**src/rtl/fetch_queue_pkg.sv**
```systemverilog
// Shared defaults for the instruction fetch queue: data widths, depth and a
// small helper used by the elaboration-time parameter checks.
package fetch_queue_pkg;

  localparam int FQ_DEPTH = 4;
  localparam int FQ_PC_W  = 64;
  localparam int FQ_INS_W = 32;

  function automatic bit isPow2(input int value);
    return (value >= 2) && ((value & (value - 1)) == 0);
  endfunction

endpackage

```
**src/rtl/fetch_queue_storage.sv**
```systemverilog
// Register array holding {pc, instruction} entries: one synchronous write
// port, one combinational read port, synchronously cleared on reset.
module fq_storage
  import fetch_queue_pkg::*;
#(
  parameter int DEPTH  = FQ_DEPTH,
  parameter int DATA_W = FQ_PC_W + FQ_INS_W,
  parameter int ADDR_W = $clog2(DEPTH)
) (
  input  logic              clk,
  input  logic              reset,
  input  logic              i_we,
  input  logic [ADDR_W-1:0] i_waddr,
  input  logic [DATA_W-1:0] i_wdata,
  input  logic [ADDR_W-1:0] i_raddr,
  output logic [DATA_W-1:0] o_rdata
);

  logic [DATA_W-1:0] r_mem [DEPTH];

  always_ff @(posedge clk) begin
    if (reset) begin
      for (int i = 0; i < DEPTH; i++) begin
        r_mem[i] <= '0;
      end
    end else if (i_we) begin
      r_mem[i_waddr] <= i_wdata;
    end
  end

  assign o_rdata = r_mem[i_raddr];

endmodule

```
**src/rtl/fetch_queue.sv**
```systemverilog
// Instruction fetch buffer between instruction memory and decode. Holds the
// PC while full; a flush discards all buffered entries in one cycle.
module fetch_queue
  import fetch_queue_pkg::*;
#(
  parameter int DEPTH = FQ_DEPTH,
  parameter int PC_W  = FQ_PC_W,
  parameter int INS_W = FQ_INS_W
) (
  input  logic                       clk,
  input  logic                       reset,
  input  logic                       flush,
  input  logic                       enq_valid,
  input  logic [PC_W-1:0]            enq_pc,
  input  logic [INS_W-1:0]           enq_ins,
  output logic                       enq_ready,
  output logic                       pc_write,
  output logic                       deq_valid,
  output logic [PC_W-1:0]            deq_pc,
  output logic [INS_W-1:0]           deq_ins,
  input  logic                       deq_ready,
  output logic [$clog2(DEPTH+1)-1:0] count
);

  localparam int PTR_W  = $clog2(DEPTH);
  localparam int CNT_W  = $clog2(DEPTH + 1);
  localparam int DATA_W = PC_W + INS_W;
  localparam logic [CNT_W-1:0] FULL_COUNT = CNT_W'(DEPTH);

  if (!isPow2(DEPTH)) begin : g_bad_depth
    $error("fetch_queue: DEPTH must be a power of two and at least 2");
  end

  logic [PTR_W-1:0]  r_wrPtr;
  logic [PTR_W-1:0]  r_rdPtr;
  logic [CNT_W-1:0]  r_count;
  logic              w_enqFire;
  logic              w_deqFire;
  logic [DATA_W-1:0] w_rdata;

  // Ready/valid come only from the registered count, so decode's ready never
  // reaches the fetch side combinationally.
  assign enq_ready = (r_count != FULL_COUNT);
  assign pc_write  = enq_ready;
  assign deq_valid = (r_count != '0);
  assign count     = r_count;

  assign w_enqFire = enq_valid & enq_ready & ~flush;
  assign w_deqFire = deq_valid & deq_ready & ~flush;

  always_ff @(posedge clk) begin
    if (reset || flush) begin
      r_wrPtr <= '0;
      r_rdPtr <= '0;
      r_count <= '0;
    end else begin
      if (w_enqFire) begin
        r_wrPtr <= r_wrPtr + 1'b1;
      end
      if (w_deqFire) begin
        r_rdPtr <= r_rdPtr + 1'b1;
      end
      case ({w_enqFire, w_deqFire})
        2'b10:   r_count <= r_count + 1'b1;
        2'b01:   r_count <= r_count - 1'b1;
        default: r_count <= r_count;
      endcase
    end
  end

  fq_storage #(
    .DEPTH (DEPTH),
    .DATA_W(DATA_W),
    .ADDR_W(PTR_W)
  ) u_storage (
    .clk    (clk),
    .reset  (reset),
    .i_we   (w_enqFire),
    .i_waddr(r_wrPtr),
    .i_wdata({enq_pc, enq_ins}),
    .i_raddr(r_rdPtr),
    .o_rdata(w_rdata)
  );

  assign deq_pc  = w_rdata[DATA_W-1:INS_W];
  assign deq_ins = w_rdata[INS_W-1:0];

  always_ff @(posedge clk) begin
    if (!reset) begin
      assert (r_count <= FULL_COUNT);
    end
  end

endmodule

```
**config.mk**
```make
export PLATFORM = sky130hd
export DESIGN_NAME = fetch_queue
export DESIGN_NICKNAME = d
export VERILOG_FILES = /design/src/rtl/fetch_queue_pkg.sv /design/src/rtl/fetch_queue_storage.sv /design/src/rtl/fetch_queue.sv
export SDC_FILE = /design/constraint.sdc
export NUM_CORES = 1
export LEC_CHECK = 0
export ABC_AREA = 1
export ABC_CLOCK_PERIOD_IN_PS = 13600
export BUFFER_PORTS_ARGS = -buffer_cell sky130_fd_sc_hd__clkbuf_2
export CORE_ASPECT_RATIO = 0.8
export CORE_MARGIN = 10
export CORE_UTILIZATION = 25
export CTS_CLUSTER_DIAMETER = 80
export DETAILED_ROUTE_END_ITERATION = 12
export PLACE_DENSITY = 0.51
export SETUP_SLACK_MARGIN = 0.1
export SKIP_CTS_REPAIR_TIMING = 1
export SYNTH_ARGS = -nofsm -noshare
export SYNTH_HDL_FRONTEND = slang
export SYNTH_SLANG_ARGS = --single-unit
```
**constraint.sdc**
```tcl
create_clock -name clk -period 13.6 [get_ports clk]
set_clock_uncertainty 0.2 [all_clocks]
set_input_delay 2.72 -clock clk [delete_from_list [all_inputs] [get_ports clk]]
set_output_delay 2.72 -clock clk [all_outputs]
set_load 0.05 [all_outputs]
```
======== After elaboration in Yosys (flattened, before gate mapping) ========
Memory sizes are Yosys's and may differ from the RTL's. A register that Yosys moved wholly into a read port is not among the register bits.
Index checks and enable logic that the tools add are counted.
storage, ports and cells
  register bits ........................... 7
  RAM bits ................................ 384
  input port bits ......................... 101
  output and inout port bits .............. 102
  logic and storage cells ................. 31
  memories ................................ 1
memory list
  name             words  bits a word  rd ports  clocked after memory_dff  wr ports  RTL line                   source
  u_storage.r_mem  4      96           1         1                         4         fetch_queue_storage.sv:19  logic [DATA_W-1:0] r_mem [DEPTH];
operators by class
  add/sub/neg operators ................... 4
  equal/unequal tests ..................... 3
  mux-type cells .......................... 11
  bitwise gates (word level) .............. 5
  reductions and logical operators ........ 4
operators by type and width
  cell                   count
  $mux W96               1
  $reduce_or A96 Y1      1
  $mux W1                6
  $mux W2                3
  $pmux W3 S2            1
  $add A2 B1 Y2 const B  2
  $and A1 B1 Y1          4
  $add A3 B1 Y3 const B  1
  $ne A3 B3 Y1 const B   1
  $reduce_bool A3 Y1     1
  $sub A3 B1 Y3 const B  1
  $eq A2 B1 Y1 const B   1
  $eq A2 B2 Y1 const B   1
  $reduce_bool A2 Y1     1
  $logic_or A1 B1 Y1     1
  $not A1 Y1             1

======== Longest topological paths before layout ========
Gate-level depths: netlist of the first run.
  depth in word-level cells ............... 8
  mapped depth ............................ 13

======== Hierarchy ========
A second synthesis of the first run with hierarchy kept.
second synthesis, totals
  cell total of the unflattened synthesis .. 2111
  area total of the unflattened synthesis .. 18756.7 µm²
modules (own cells, without submodules)
  module       times used  cells each  area each (µm²)  seq. area each (µm²)
  fq_storage   1           2050        18308.8          11531.1
  fetch_queue  1           61          447.9            140.1

======== Worst setup path after synthesis of the first run ========
Ideal clock, no wire load.
  path type ............................... input to register
  start point ............................. in enq_valid
  end point ............................... mem u_storage.r_mem[0][0] (netlist name), enable pin
  data arrival time ....................... 9.725 ns
  required time ........................... 12.717 ns
  path slack .............................. 2.992 ns
  stages .................................. 4
  path through ............................ inv_1 nor2_4 nand2_2 o21ai_0
RTL lines
  item                RTL line                   source
  start: declaration  fetch_queue.sv:13          input logic enq_valid,
  end: declaration    fetch_queue_storage.sv:19

==> results.yml, run 1 <==
status:
  outcome: "finished, final reports clean"
floorplanning:
  core-area_sq_um: 65900
  ios: 203
  initial_core_util: 0.2529
  die_h_um: 251.0
  fp.dieW_um: 308.7
  die_area_sq_um: 77470
  rows: 84
route:
  dr.pass1.iters: 5
  routed_wl_mm: 48.75
  drtIter0Drc: 742
  wl_per_cell_um: 18.88
  ant_nets: 0
  drc: 0
  viasPerCell: 4.569
  num_vias: 11796
setup_path:
  worstPathArrival_ns: 3.61
  ff2ff_path_depth: 6
  slowest_stage: "buf_4"
  cp_max_fo: 81
  path_cells: "buf_4 > buf_4 > o21ai_0 > o22ai_1 > clkbuf_2"
  crit_path_end: "deq_ins[4]"
  worstReg2RegEnd: "u_storage.r_mem[2][85]"
  r2r-start: "r_wrPtr[1]"
  worstSetupStartpointType: "flop"
  critPathKind: "flop to primary output"
  worstSetupEndpointType: "primary output"
  cpPeakStageDelay_ns: 0.73
  crit_top_cell: "buf_4"
  required_ns: 10.68
  regToRegSetupSlack_ns: 10.02
yosys:
  synth_top_cell_by_area: "edfxtp_1"
  yosys.area.top_type_share: 0.6918
  ys_seq_area_frac: 0.7026
  syn_inst: 1525
  synth.avg_cell_area_sq_um: 10.93
  yosys.cell_types.count: 22
  synthFlopType: "edfxtp_1"
  synth.most_common_cell: "nor2_1"
  synthArstFlopShare: 0
  yosysWarnings: 0
  synthesis.nets: 1628
  yosys-top-cells-area: "edfxtp_1 69%, nor2_1 11%, o21ai_0 5.9%"
  ys_top_cells_by_count: "490 x nor2_1, 384 x edfxtp_1, 196 x o21ai_0"
  ys_ff_latch: 393
  syn-cell-area_sq_um: 16670
  synth_edf_count: 384
sta:
  setup_violations: 0
  drv_slew: 0
  fin_crit_ns: 6.533
  hold_violations: 0
  relSlewSlack: 0.3223
  fin_crit_sh: 0.4803
  max_freq_ghz: 0.1531
  grt_setup_unrepaired: "false"
  worst_slew_pin_slew_ns: 1.017
  tns_ns: 0
run:
  cap_violations: 0
cts:
  numCtsBuffers: 44
  htreeDepth: 2
  cts-root-buf: "clkbuf_16"
  cts_buffer_depth: 3
  cts.sinks: 393
  cts_tree: "done"
  clkLatencyLatePin_ns: 0.55
  path_clk_slew_ns: 0.06
pwr:
  power.total_mw: 2.901
  p_leak_nw: 8.273
  p_per_area_nw_per_um2: 145.0
  ir_drop_mv: 0.08126
global_route:
  grt_pass1_wl_mm: 73.44
  grt_pass1_vias: 12060
  grt_overflow: 0
  antenna_found_initial: 1
  grt_max_degree: 125
  grt.total_usage: 0.1219
cells_and_area:
  syn_to_final_growth_pct: 20.05
  fin_nets: 1789
  drive_gt1_frac: 0.1940
  n_antenna_cell: 0
worst_hold_path:
  hold_class: "flop to flop"
placed_design:
  numPortBuffers: 202
  dp_hpwl_mm: 27.45
  gp_congestion: 0.7213
==> power breakdown <==
group          internal, mW  total [mW]  switching, mW
clock                 0.763        1.27          0.510
combinational        0.0453       0.227          0.182
sequential             1.39        1.40         0.0147
==> stage by stage <==
stage          instance area [sq um]  instances    util  setup WS, ns  hold WS, ns
2_1_floorplan                  16670       1525       -         2.992       0.2620
3_3_place_gp                   18480       2500  0.2804         7.579       0.2986
3_5_place_dp                   18480       2500  0.2804         7.611       0.3078
4_1_cts                        20010       2582  0.3037         6.975       0.3158
5_1_grt                        20010       2582  0.3037         6.708       0.3496
6_report                       20010       2582  0.3037         7.067       0.3139
==> sequential cells by signal, summed over array words and instances (netlist names), named ones only <==
signal and flops:
count 3, r_wrPtr 2, r_rdPtr 2, u_storage.r_mem 384
==> area by class of cell <==
type                       count  area [sq um]
sequential                   393         11720
clock buffer                  52          1152
fill                        6771         45890
multi-input combinational    914          4110
timing repair buffer         219          1139
inverter                     114         436.7
tap                          860          1076
clock inverter                30         377.9
==> worst min-delay path by stage <==
| stage | startpoint | depth (start not counted) | end |
|---|---|---|---|
| final | count[0] | 2 | count[0] |
| after detailed placement | count[0] | 2 | count[0] |
| after global routing | count[0] | 2 | count[0] |
| after global placement | count[0] | 2 | count[0] |
| after CTS | count[0] | 2 | count[0] |
| after floorplan | r_rdPtr[1] | 2 | flop |
==> placed cells by master, fill, tap and decap left out <==
cell,count
dfxtp_1,7
nor2_2,1
clkinv_2,7
nand2_1,84
clkinv_1,6
nand2_2,31
dfxtp_4,2
or2_4,1
bufinv_16,8
nor2_1,490
nor2_4,2
nand2_4,3
ha_1,1
clkbuf_16,45
inv_4,1
inv_6,4
edfxtp_1,384
clkbuf_1,7
clkbuf_2,202
o21ai_0,193
inv_1,111
buf_4,17
clkinv_4,2
a21oi_1,4
inv_8,1
nand3b_1,1
o21ai_4,3
nand3_1,3
clkinvlp_4,4
o22ai_1,96
fa_1,1
==> worst max-delay path: cells and delay by family, from the launching register on <==
family          cells  cell delay (ns)
buf+inv             3             1.80
flops               1             0.60
compound gates      2             0.52
==> metal layers <==
| metal | global-route usage | wire length, um |
|---|---|---|
| met1 | 0.1592 | 21380 |
| met2 | 0.1977 | 22510 |
| met3 | 0.03192 | 3863 |
| met4 | 0.03271 | 983 |
| met5 | 0 | 13 |
==> cells by family after synthesis <==
group,count (synthesis),share of synthesized area
AO/OA/AOI/OAI,296,0.09608
adder cells (fa/ha/maj),2,0.001952
buffers and inverters,218,0.05390
AND/OR/NAND/NOR,616,0.1455
flip-flops,393,0.7026
Power figures use the tool's default switching activity.
==> run 2: changes to the inputs <==
--- a/config.mk
+++ b/config.mk
@@ -5,8 +5,8 @@
 export SDC_FILE = /design/constraint.sdc
 export NUM_CORES = 1
 export LEC_CHECK = 0
-export ABC_AREA = 1
-export ABC_CLOCK_PERIOD_IN_PS = 13600
+export ABC_AREA = 0
+export ABC_CLOCK_PERIOD_IN_PS = 6800
 export BUFFER_PORTS_ARGS = -buffer_cell sky130_fd_sc_hd__clkbuf_2
 export CORE_ASPECT_RATIO = 0.8
 export CORE_MARGIN = 10
==> constraint.sdc (replaced) <==
create_clock -name clk -period 6.8 [get_ports clk]
set_clock_uncertainty 0.2 [all_clocks]
set_input_delay 1.36 -clock clk [delete_from_list [all_inputs] [get_ports clk]]
set_output_delay 1.36 -clock clk [all_outputs]
set_load 0.05 [all_outputs]
==> run 2 against run 1 <==
Effect of this change: sequential power grew 100%; non-clock buffer count is the same; global-route usage shrank 1.5 points; register-to-register slack worse by 6.0 ns; clock power grew 78%; critical path depth shrank 2.
==> results.yml, run 2 <==
status:
  outcome: "finished, final reports clean"
setup_path:
  ff2ff_path_depth: 3
  critPathKind: "flop to primary output"
  regToRegSetupSlack_ns: 4.03
  worstReg2RegEnd: "u_storage.r_mem[2][42]"
  worstSetupStartpointType: "flop"
  cp_max_fo: 37
  required_ns: 5.24
  r2r-start: "r_wrPtr[0]"
  worstPathArrival_ns: 2.54
  worstSetupEndpointType: "primary output"
floorplanning:
  fp.dieW_um: 312.7
  die_h_um: 254.2
  ios: 203
  die_area_sq_um: 79490
  core-area_sq_um: 67640
  rows: 85
  initial_core_util: 0.2534
cts:
  numCtsBuffers: 44
  htreeDepth: 2
  cts_tree: "done"
  path_clk_slew_ns: 0.06
  cts.sinks: 393
  cts_buffer_depth: 3
  cts-root-buf: "clkbuf_16"
  clkLatencyLatePin_ns: 0.56
global_route:
  grt_overflow: 0
  grt.total_usage: 0.1066
  grt_pass1_wl_mm: 65.09
  antenna_found_initial: 4
  grt_max_degree: 171
  grt_pass1_vias: 10272
worst_hold_path:
  hold_class: "flop to flop"
  holdPathStages: 2
  worstHoldStart: "r_rdPtr[1]"
sta:
  worst_hold_slack_ns: 0.3209
  fin_ws_ns: 2.697
  relSlewSlack: 0.4233
  drv_slew: 0
  hold_violations: 0
  tns_ns: 0
  setup_violations: 0
  grt_setup_unrepaired: "false"
  fin_crit_sh: 0.6034
  fin_crit_ns: 4.103
  worst_slew_pin_slew_ns: 0.8651
  max_freq_ghz: 0.2437
route:
  routed_wl_mm: 43.11
  wl_per_cell_um: 20.22
  drc: 0
  ant_nets: 0
  dr.pass1.iters: 4
  drtIter0Drc: 651
  num_vias: 9426
  viasPerCell: 4.421
pwr:
  ir_drop_mv: 0.1133
  p_per_area_nw_per_um2: 271.0
  power.total_mw: 5.534
  p_leak_nw: 8.274
cells_and_area:
  multi_input_area_sq_um: 4986
  largest_register: "u_storage.r_mem"
  largest_register_ff_count: 384
  regArea_sq_um: 11720
  layoutNonFillerInstCount: 2132
  final_cell_mix: "384 x edfxtp_1, 211 x and3_1, 202 x clkbuf_2"
  fin_nets: 1286
  layout_commonest_cell: "edfxtp_1"
  fillers: 6803
  drive_gt1_frac: 0.3851
  syn_to_final_growth_pct: 19.14
placed_design:
  pre_cts_slack_ns: 2.916
  numPortBuffers: 202
  dp.cells: 2050
  gp_congestion: 0.6934
  dp_hpwl_mm: 24.29
yosys:
  yosysWarnings: 0
  ys_ff_latch: 393
  synth_edf_count: 384
  ys_top_cells_by_count: "384 x edfxtp_1, 211 x and3_1, 96 x mux4_2"
  yosys.area.top_type_share: 0.6728
  syn-cell-area_sq_um: 17140
  synthesis.nets: 1117
  syn_inst: 1014
  ys_seq_area_frac: 0.6834
  yosys.cell_types.count: 33
  yosys-top-cells-area: "edfxtp_1 67%, mux4_2 13%, and3_1 7.7%"
  synthArstFlopShare: 0
  synth.most_common_cell: "edfxtp_1"
  synth.avg_cell_area_sq_um: 16.90
  synthFlopType: "edfxtp_1"
  synth_top_cell_by_area: "edfxtp_1"
run:
  cap_violations: 0
## run 2: cell types whose count changed after synthesis, moves of 96 or more
cell     before  now
o22ai_1      96    0
inv_1       113    6
mux4_2        0   96
nor2_1      490    9
o21ai_0     196    2
and3_1        0  211
## run 2: cell type report
type                       instances  area share
sequential                       393      0.5739
multi-input combinational        519      0.2442
timing repair buffer             219     0.05883
clock buffer                      59     0.05772
tap                              913     0.05595
clock inverter                    22    0.008150
inverter                           6    0.001103
antenna                            1   0.0001226
## run 2: logic make-up after synthesis
logic type / share of synthesized area
mux: 0.1262
flops: 0.6834
fa+ha+maj: 0.001898
compound gates: 0.004526
xor+xnor: 0.002044
buf+inv: 0.02825
simple gates: 0.1538
## run 2: worst max path at each step
stage	endpoint	slack (ns)	startpoint	depth (start not counted)
floorplan	u_storage.r_mem[1][0]	2.28	enq_valid	3
global placement	u_storage.r_mem[3][40]	2.93	flush	5
detailed placement	u_storage.r_mem[3][40]	2.92	flush	5
CTS	deq_pc[5]	2.59	flop	3
global route	deq_ins[14]	2.52	flop	3
finish	deq_pc[5]	2.70	flop	3
## run 2: metrics by stage
step / instance area [sq um] / util
floorplan: 17140 / -
global placement: 19070 / 0.2819
detailed placement: 19070 / 0.2819
CTS: 20420 / 0.3018
global route: 20420 / 0.3019
finish: 20420 / 0.3019
## run 2: worst max-delay path, cell delays in order (launching register included)
cell and delay, ns:
dfxtp_4 0.65, buf_4 0.59, mux4_2 0.43, clkbuf_2 0.26
## run 2: where the power goes
part           switching (mW)  total (mW)  internal (mW)  leakage, nW
Combinational           0.345       0.476          0.131         3.55
Clock                   0.966        2.26           1.30        0.661
Sequential             0.0269        2.80           2.77         4.07
Total                    1.34        5.53           4.20         8.27
## run 2: metal layers
layer  track usage  vias to the layer above  routed length, um
met5             0                        -                 34
met4       0.03222                        4                891
met3       0.02467                       65               2257
met2        0.1750                      191              20850
met1        0.1391                     4835              19090
li1              -                     4331                  -
